**src/rtl/booth_pkg.sv**
```systemverilog
// Shared types for the radix-8 sequential Booth multiplier: FSM states,
// signed Booth digit and the window-to-digit encoder.
package booth_pkg;

  localparam int DIG_BITS = 3;  // multiplier bits retired per iteration

  typedef enum logic [1:0] {
    IDLE = 2'd0,
    PRE  = 2'd1,
    ITER = 2'd2,
    DONE = 2'd3
  } state_e;

  typedef logic signed [3:0] digit_t;

  // w = {b[3i+2], b[3i+1], b[3i], b[3i-1]} -> digit in -4..+4
  function automatic digit_t booth_encode(input logic [3:0] w);
    int v;
    v = -4 * int'(w[3]) + 2 * int'(w[2]) + int'(w[1]) + int'(w[0]);
    return digit_t'(v);
  endfunction

endpackage

```
**src/rtl/booth_mult_seq_if.sv**
```systemverilog
// Request/response bundle of booth_mult_seq; slave side is the multiplier.
interface booth_mult_seq_if #(parameter int WIDTH = 32);
  logic               req_valid;
  logic               req_ready;
  logic               req_signed;
  logic               req_acc;
  logic [WIDTH-1:0]   req_a;
  logic [WIDTH-1:0]   req_b;
  logic [2*WIDTH-1:0] acc_in;
  logic               rsp_valid;
  logic               rsp_ready;
  logic [WIDTH-1:0]   rsp_hi;
  logic [WIDTH-1:0]   rsp_lo;
  logic               busy;

  modport slave (
    input  req_valid, req_signed, req_acc, req_a, req_b, acc_in, rsp_ready,
    output req_ready, rsp_valid, rsp_hi, rsp_lo, busy
  );

  modport master (
    output req_valid, req_signed, req_acc, req_a, req_b, acc_in, rsp_ready,
    input  req_ready, rsp_valid, rsp_hi, rsp_lo, busy
  );
endinterface

```
**src/rtl/booth_recode8.sv**
```systemverilog
// Radix-8 Booth recoder: 4-bit multiplier window to one-hot magnitude + sign.
module booth_recode8
  import booth_pkg::*;
(
  input  logic [3:0] win_i,
  output logic [4:0] mag_oh_o,
  output logic       neg_o
);
  digit_t     d;
  logic [2:0] mag;

  always_comb begin
    d        = booth_encode(win_i);
    neg_o    = d[3];
    mag      = neg_o ? 3'(-d) : 3'(d);
    mag_oh_o = 5'b00001 << mag;
  end
endmodule

```
**src/rtl/booth_mult_seq.sv**
```systemverilog
// Sequential radix-8 Booth multiply(-accumulate): one digit per cycle,
// result = (acc ? acc_in : 0) + a*b mod 2^(2*WIDTH).
module booth_mult_seq
  import booth_pkg::*;
#(
  parameter int WIDTH = 32
) (
  input logic             clk,
  input logic             reset_l,
  booth_mult_seq_if.slave bus
);
  localparam int NDIG = (WIDTH + 3) / 3;
  localparam int PW   = 2 * WIDTH;
  localparam int BW   = DIG_BITS * NDIG;
  localparam int CW   = $clog2(NDIG);
  localparam logic [CW-1:0] LAST = CW'(NDIG - 1);

  state_e          state_q;
  logic [CW-1:0]   cnt_q;
  logic [PW-1:0]   acc_q, acc_d;
  logic [PW-1:0]   a_q, a3_q;
  logic [BW:0]     b_q;       // bit 0 is the bit below the current window
  logic            acc_en_q;
  logic            rsp_valid_q;
  logic [WIDTH-1:0] hi_q, lo_q;

  logic [4:0]      mag_oh;
  logic            neg;
  logic [PW-1:0]   sel, addend;
  logic            a_ext, b_ext;

  assign a_ext = bus.req_signed & bus.req_a[WIDTH-1];
  assign b_ext = bus.req_signed & bus.req_b[WIDTH-1];

  booth_recode8 u_rec (
    .win_i   (b_q[3:0]),
    .mag_oh_o(mag_oh),
    .neg_o   (neg)
  );

  // a_q / a3_q are pre-shifted by 3i, so the partial product needs no shifter
  always_comb begin
    sel = '0;
    if (mag_oh[1])      sel = a_q;
    else if (mag_oh[2]) sel = a_q << 1;
    else if (mag_oh[3]) sel = a3_q;
    else if (mag_oh[4]) sel = a_q << 2;
    addend = neg ? (~sel + PW'(1)) : sel;
    acc_d  = acc_q + addend;
  end

  always_ff @(posedge clk or negedge reset_l) begin
    if (!reset_l) begin
      state_q     <= IDLE;
      cnt_q       <= '0;
      acc_q       <= '0;
      a_q         <= '0;
      a3_q        <= '0;
      b_q         <= '0;
      acc_en_q    <= 1'b0;
      rsp_valid_q <= 1'b0;
      hi_q        <= '0;
      lo_q        <= '0;
    end else begin
      unique case (state_q)
        IDLE: if (bus.req_valid) begin
          a_q      <= {{WIDTH{a_ext}}, bus.req_a};
          b_q      <= {{(BW-WIDTH){b_ext}}, bus.req_b, 1'b0};
          a3_q     <= bus.acc_in;  // addend parked here until PRE
          acc_en_q <= bus.req_acc;
          state_q  <= PRE;
        end
        PRE: begin
          acc_q   <= acc_en_q ? a3_q : '0;
          a3_q    <= a_q + (a_q << 1);
          cnt_q   <= '0;
          state_q <= ITER;
        end
        ITER: begin
          acc_q <= acc_d;
          a_q   <= a_q  << DIG_BITS;
          a3_q  <= a3_q << DIG_BITS;
          b_q   <= b_q  >> DIG_BITS;
          if (cnt_q == LAST) state_q <= DONE;
          else               cnt_q   <= cnt_q + CW'(1);
        end
        DONE: begin
          if (!rsp_valid_q) begin
            rsp_valid_q <= 1'b1;
            hi_q        <= acc_q[PW-1:WIDTH];
            lo_q        <= acc_q[WIDTH-1:0];
          end else if (bus.rsp_ready) begin
            rsp_valid_q <= 1'b0;
            state_q     <= IDLE;
          end
        end
        default: state_q <= IDLE;
      endcase
    end
  end

  assign bus.req_ready = (state_q == IDLE);
  assign bus.busy      = (state_q != IDLE);
  assign bus.rsp_valid = rsp_valid_q;
  assign bus.rsp_hi    = hi_q;
  assign bus.rsp_lo    = lo_q;
endmodule

```
**src/flat_wrapper.sv**
```systemverilog
// flat-port wrapper written by rule: the top's interface ports become plain ports
module booth_mult_seq_flat import booth_pkg::*;
#(
  parameter int WIDTH = 32
)
  (clk, reset_l, bus_req_valid, bus_req_signed, bus_req_acc, bus_req_a, bus_req_b, bus_acc_in, bus_rsp_ready, bus_req_ready, bus_rsp_valid, bus_rsp_hi, bus_rsp_lo, bus_busy);
  booth_mult_seq_if #(.WIDTH(WIDTH)) bus_i ();
  input logic clk;
  input logic reset_l;
  input wire logic [$bits(bus_i.req_valid)-1:0] bus_req_valid;
  input wire logic [$bits(bus_i.req_signed)-1:0] bus_req_signed;
  input wire logic [$bits(bus_i.req_acc)-1:0] bus_req_acc;
  input wire logic [$bits(bus_i.req_a)-1:0] bus_req_a;
  input wire logic [$bits(bus_i.req_b)-1:0] bus_req_b;
  input wire logic [$bits(bus_i.acc_in)-1:0] bus_acc_in;
  input wire logic [$bits(bus_i.rsp_ready)-1:0] bus_rsp_ready;
  output wire logic [$bits(bus_i.req_ready)-1:0] bus_req_ready;
  output wire logic [$bits(bus_i.rsp_valid)-1:0] bus_rsp_valid;
  output wire logic [$bits(bus_i.rsp_hi)-1:0] bus_rsp_hi;
  output wire logic [$bits(bus_i.rsp_lo)-1:0] bus_rsp_lo;
  output wire logic [$bits(bus_i.busy)-1:0] bus_busy;
  assign bus_i.req_valid = bus_req_valid;
  assign bus_i.req_signed = bus_req_signed;
  assign bus_i.req_acc = bus_req_acc;
  assign bus_i.req_a = bus_req_a;
  assign bus_i.req_b = bus_req_b;
  assign bus_i.acc_in = bus_acc_in;
  assign bus_i.rsp_ready = bus_rsp_ready;
  assign bus_req_ready = bus_i.req_ready;
  assign bus_rsp_valid = bus_i.rsp_valid;
  assign bus_rsp_hi = bus_i.rsp_hi;
  assign bus_rsp_lo = bus_i.rsp_lo;
  assign bus_busy = bus_i.busy;
  booth_mult_seq #(.WIDTH(WIDTH)) u_core (.clk(clk), .reset_l(reset_l), .bus(bus_i));
endmodule
```
**config.mk**
```make
export PLATFORM = sky130hd
export DESIGN_NAME = booth_mult_seq_flat
export DESIGN_NICKNAME = d
export VERILOG_FILES = /design/src/rtl/booth_pkg.sv /design/src/rtl/booth_mult_seq_if.sv /design/src/rtl/booth_recode8.sv /design/src/rtl/booth_mult_seq.sv /design/src/flat_wrapper.sv
export SDC_FILE = /design/constraint.sdc
export NUM_CORES = 1
export LEC_CHECK = 0
export ABC_AREA = 0
export CAP_MARGIN = 20
export CORE_ASPECT_RATIO = 1.1
export CORE_UTILIZATION = 53
export DETAILED_ROUTE_END_ITERATION = 8
export GPL_ROUTABILITY_DRIVEN = 0
export PLACE_DENSITY = 0.72
export SETUP_SLACK_MARGIN = 0.15
export SKIP_CTS_REPAIR_TIMING = 1
export SLEW_MARGIN = 40
export SYNTH_ARGS = -nofsm -noshare
export SYNTH_HDL_FRONTEND = slang
export SYNTH_SLANG_ARGS = --single-unit
export TNS_END_PERCENT = 1
```
**constraint.sdc**
```tcl
create_clock -name clk -period 7.8 [get_ports clk]
set_input_delay 1.56 -clock clk [delete_from_list [all_inputs] [get_ports clk]]
set_output_delay 1.56 -clock clk [all_outputs]
set_load 0.02 [all_outputs]
```
Word-level counts from Yosys, hierarchy flattened
Cells that the tools add are included.
- flip-flop bits (word level): 298
- input bits: 134
- word-level logic and storage cells: 67
- bitwise operators: 4
- reductions and logical operators: 11
- equality and inequality tests: 9
- mux-type cells: 23
- add/subtract/negate cells: 9
- shift-type cells: 1
- operators with widths (kind ; number):
    2-to-1 mux 64 bit ; 8
    case mux 64 bit (2 select lines) ; 2
    case mux 64 bit (3 select lines) ; 1
    adder 64 bit ; 2
    case mux 34 bit (2 select lines) ; 1
    adder 64 x 1 -> 64 bit (second input constant) ; 1
    inverter 64 bit ; 1
    2-to-1 mux 34 bit ; 1
    AND reduction 2 bit ; 5
    adder 4 x 2 -> 4 bit ; 2
    2-to-1 mux 2 bit ; 4
    case mux 2 bit (4 select lines) ; 1
    case mux 4 bit (2 select lines) ; 1
    inequality test 2 bit (second input constant) ; 3
    nonzero test 2 bit ; 3
    left shift 1 x 3 -> 5 bit (first input constant) ; 1
    adder 4 x 1 -> 4 bit (second input constant) ; 1
    adder 4 x 3 -> 4 bit ; 1
    == test 2 bit (second input constant) ; 2
    == test 4 bit (second input constant) ; 1
    2-to-1 mux 4 bit ; 1
    inequality test 2 x 1 -> 1 bit (second input constant) ; 2
    AND reduction 4 bit ; 1
    2-to-1 mux 3 bit ; 1
    8 further kinds ; 10

Longest topological paths before layout
- word-level depth: 16
- mapped depth: 34

By module
A second synthesis with hierarchy kept.
- cell total of the unflattened synthesis: 2933
- area total of the unflattened synthesis: 24334.6 um^2
- modules (own cells, without submodules) (module ; instances ; area an instance (um^2) ; cells an instance):
    booth_mult_seq ; 1 ; 24123.1 ; 2907
    booth_recode8 ; 1 ; 211.5 ; 26

Worst setup path before layout
OpenSTA, ideal clock, no wires.
- path kind: reg-to-reg
- start: reg u_core.b_q[0]
- end: reg u_core.acc_q[63]
- cell stages (with the launch flop): 29
- required time: 7.718 ns
- setup time: 0.082 ns
- path slack: 0.869 ns
- buffers on the path: 5
- arrival: 6.849 ns
- clock period less this slack: 6.931 ns
- path through: dfrtp_1 ha_1 ha_1 inv_1 mux2i_1 a22o_1 clkbuf_1 buf_2 buf_2 buf_2 buf_1 a221o_1 o21ai_0 ha_1 nand4_1 nor3_1 a21oi_1 xnor2_1 ha_1 a21o_1 a21o_1 a221o_1 o311ai_0 a2111oi_0 o21ai_0 a21oi_1 or3_1 mux2_1 a31oi_1
- word-level cells in the longest chain between the ends: 13
- RTL lines (what ; line ; RTL):
    start, declared ; booth_mult_seq.sv:22 ; logic [BW:0] b_q;
    start signal, assigned ; booth_mult_seq.sv:68 ; b_q <= {{(BW-WIDTH){b_ext}}, bus.req_b, 1'b0};
    start signal, assigned ; booth_mult_seq.sv:83 ; b_q <= b_q >> DIG_BITS;
    adder 4 x 2 -> 4 bit (*) ; booth_pkg.sv:19 ; v = -4 * int'(w[3]) + 2 * int'(w[2]) + int'(w[1]) + int'(w[0]);
    negator 3 bit ; booth_recode8.sv:15 ; mag = neg_o ? 3'(-d) : 3'(d);
    2-to-1 mux 3 bit ; booth_recode8.sv:15 ;
    left shift 1 x 3 -> 5 bit ; booth_recode8.sv:16 ; mag_oh_o = 5'b00001 << mag;
    2-to-1 mux 64 bit ; booth_mult_seq.sv:47 ; else if (mag_oh[4]) sel = a_q << 2;
    2-to-1 mux 64 bit ; booth_mult_seq.sv:46 ; else if (mag_oh[3]) sel = a3_q;
    2-to-1 mux 64 bit ; booth_mult_seq.sv:45 ; else if (mag_oh[2]) sel = a_q << 1;
    2-to-1 mux 64 bit ; booth_mult_seq.sv:44 ; if (mag_oh[1]) sel = a_q;
    inverter 64 bit ; booth_mult_seq.sv:48 ; addend = neg ? (~sel + PW'(1)) : sel;
    adder 64 x 1 -> 64 bit ; booth_mult_seq.sv:48 ;
    2-to-1 mux 64 bit (*) ; booth_mult_seq.sv:48 ;
    adder 64 bit (*) ; booth_mult_seq.sv:49 ; acc_d = acc_q + addend;
    case mux 64 bit (2 select lines) (*) ; booth_mult_seq.sv:65 ; unique case (state_q)
    end signal, assigned ; booth_mult_seq.sv:74 ; acc_q <= acc_en_q ? a3_q : '0;
    end, declared ; booth_mult_seq.sv:20 ; logic [PW-1:0] acc_q, acc_d;
Every way passes the cells marked *; elsewhere a longest branch is shown, timed or not.
A chain may end at the register's enable or synchronous reset.

Worst setup path after layout
Ends and elaborated chain as after synthesis.

==> flow_summary.toml <==
[sta]
fmax_ghz = 0.138
slew-limit-headroom_pct = 38.2
skew_ns = 0.0210
finalSetupViolCount = 0
hold_viol_final = 0
rsz0062_at_grt = "no"
finalMaxSlewViolations = 0
setup_tns_ns = 0
holdWs_ns = 0.479
tightest_slew_ns = 0.919
min_period_ns = 7.24
timing.final.crit_share_pct = 92.8

[drt]
wl_um = 77900
firstDrtPassIters = 9
via_per_inst = 6.64
wl_per_cell_um = 21.7
drcViolationCount = 30
postRouteAntennaNets = 0
drt-initial-drc-count = 3081
dr_total_vias = 23890

[min_path]
hp-class = "reg2reg"
hold_start = "u_core.bus.rsp_hi[22]$_DFFE_PN0P_"
hold_path_depth = 2
hold_path_end = "u_core.bus.rsp_hi[22]$_DFFE_PN0P_"

[place]
numPlacedInstances = 3530
hpwl_um = 58100
port_buffers = 200

[job]
cap_violations = 0

[cells_and_area]
instances_no_fill = 3596
ff_latch_area_um2 = 7460
layout_commonest_cell = "dfrtp_1"
syn2layout_area_growth_pct = 14.7
layout-drive-gt1-share_pct = 7.46
multi_input_area_um2 = 15900
antenna_cells = 0
nFillCells = 3945
final_nets = 3273
final_cell_mix = "dfrtp_1 (297), nor2_1 (269), nand2_1 (261)"

[synth]
ys_seq_area_share_pct = 30.8
netlist_instances = 2907
synth_edf_count = 0
yosys_warnings = 0
syn_area_per_cell_um2 = 8.34
syn-cell-area_um2 = 24200
synth_nets = 3190
synth_flop_cell = "dfrtp_1"
ys_seq_elements = 298
async_flop_share_pct = 100
ys_types = 98

[grt]
grt_pass1_vias = 22261
globalRouteTotalUtil_pct = 33.2
antenna_found_initial = 0
grt_pass1_wl_um = 122000
grt_max_degree = 119
overflow = 0

[cts]
clk-insertion-delay-late_ns = 0.56
clockRootBuffer = "clkbuf_16"
cts_made_buffers = 35
htree_levels = 2
cts_sinks = 298
clkTransAtPathRegs_ns = 0.06
cts_tree = "done"
cts.path.max_buffers = 3

[critical_path]
worstPathRequired_ns = 8.28
endpoint_kind = "register"
crit_arrival_ns = 7.72
r2r_slack_ns = 0.56
r2r-end = "u_core.acc_q[63]$_DFFE_PN0N_"
cp_max_fo = 11
r2r_cells = 24
rr_startpoint = "u_core.b_q[0]$_DFFE_PN0P_"
cp-start-kind = "register"
startpoint = "u_core.b_q[0]$_DFFE_PN0P_"
crit_type = "reg2reg"

[run_status]
status = "complete, but fails checks"
violations = "design-rule violations"

[die]
die_area_um2 = 46600
num_rows = 81
io_pins = 201
core-area_um2 = 44800
die_width_um = 206
die_h_um = 226
start_util_pct = 54.1
## logic make-up (layout without fill, tap and decap cells)
family | Yosys count | in the layout | synth area share (%)
XOR/XNOR | 176 | 176 | 6.44
AND/OR/NAND/NOR | 838 | 839 | 16.1
AO/OA/AOI/OAI | 1058 | 1058 | 29.1
adder cells (fa/ha/maj) | 149 | 149 | 7.75
multiplexers | 128 | 128 | 5.63
buffers and inverters | 260 | 367 | 4.23
flip-flops | 298 | 298 | 30.8
## critical path: stages, from the launching register on
cell and delay [ns]:
dfrtp_1 0.40, ha_1 0.21, ha_1 0.33, inv_1 0.28, nand3_2 0.25, and2_0 0.44
a2111oi_1 0.72, a32o_1 0.36, nand4_1 0.34, or2_2 0.44, inv_1 0.08, a31oi_1 0.10
xor2_1 0.16, ha_1 0.38, a21o_1 0.19, a221o_1 0.38, o311ai_0 0.37, buf_4 0.20
a2111oi_0 0.10, buf_4 0.17, o21ai_1 0.25, a21oi_1 0.18, or3_1 0.40, mux2_1 0.29
a31oi_1 0.17
## final cells by class
cell class | count | share of cell area, %
clock buffer | 47 | 3.53
clock inverter | 15 | 0.576
inverter | 64 | 0.873
multi-input combinational | 2350 | 57.1
sequential | 298 | 26.8
tap | 581 | 2.61
timing repair buffer | 241 | 8.48
## synthesized netlist by cell type (35+ instances only)
cell type / count / area, um2
o21ai_0: 248 / 1240
inv_1: 61 / 229
nor3_1: 50 / 250
a222oi_1: 36 / 360
dfrtp_1: 298 / 7460
nand4_1: 37 / 231
nand2_1: 263 / 987
clkbuf_1: 153 / 574
a21oi_1: 254 / 1270
nand3_1: 45 / 225
xor2_1: 59 / 517
nor2_1: 271 / 1020
a221oi_1: 96 / 841
ha_1: 147 / 1840
mux2_2: 64 / 721
a21o_1: 107 / 803
o31ai_1: 41 / 308
a31oi_1: 35 / 219
xnor2_1: 116 / 1020
mux2i_1: 62 / 621
and3_1: 41 / 257
## worst max path at each step
stage | end | slack, ns | cells past startpoint
after floorplan | u_core.acc_q[63]$_DFFE_PN0N_ | 0.87 | 28
after global placement | u_core.acc_q[63]$_DFFE_PN0N_ | 0.58 | 25
after detailed placement | u_core.acc_q[63]$_DFFE_PN0N_ | 0.40 | 25
after CTS | u_core.acc_q[63]$_DFFE_PN0N_ | 0.38 | 25
after global routing | u_core.acc_q[63]$_DFFE_PN0N_ | 0.16 | 26
final | u_core.acc_q[63]$_DFFE_PN0N_ | 0.56 | 24
## through the flow
stage | worst slack (ns) | instance area (um2) | utilization [%]
2_1_floorplan | 0.869 | 24200 | -
3_3_place_gp | 0.576 | 26600 | 59.3
3_5_place_dp | 0.404 | 26600 | 59.3
4_1_cts | 0.378 | 27700 | 61.9
5_1_grt | 0.159 | 27800 | 62.1
6_report | 0.559 | 27800 | 62.1
## metal layers
| layer | vias to the layer above | track usage, % | wire length [um] |
|---|---|---|---|
| met1 | 11379 | 47.4 | 33300 |
| met4 | 0 | 11.9 | 2870 |
| li1 | 11079 | - | - |
| met5 | - | 0 | 0 |
| met3 | 188 | 6.61 | 8240 |
| met2 | 1244 | 49.5 | 33500 |
## registers in the layout, summed over array words and instances (netlist names)
name,cells
u_core.acc_q,64
u_core.b_q,34
u_core.acc_en_q,1
u_core.bus.rsp_hi,32
u_core.bus.rsp_lo,32
u_core.cnt_q,4
u_core.bus.rsp_valid,1
u_core.state_q,2
u_core.a_q,64
u_core.a3_q,64
Power is left out: the tool's default activity adds up to more than one toggle a clock period on the data nets, which glitch-free logic cannot reach.
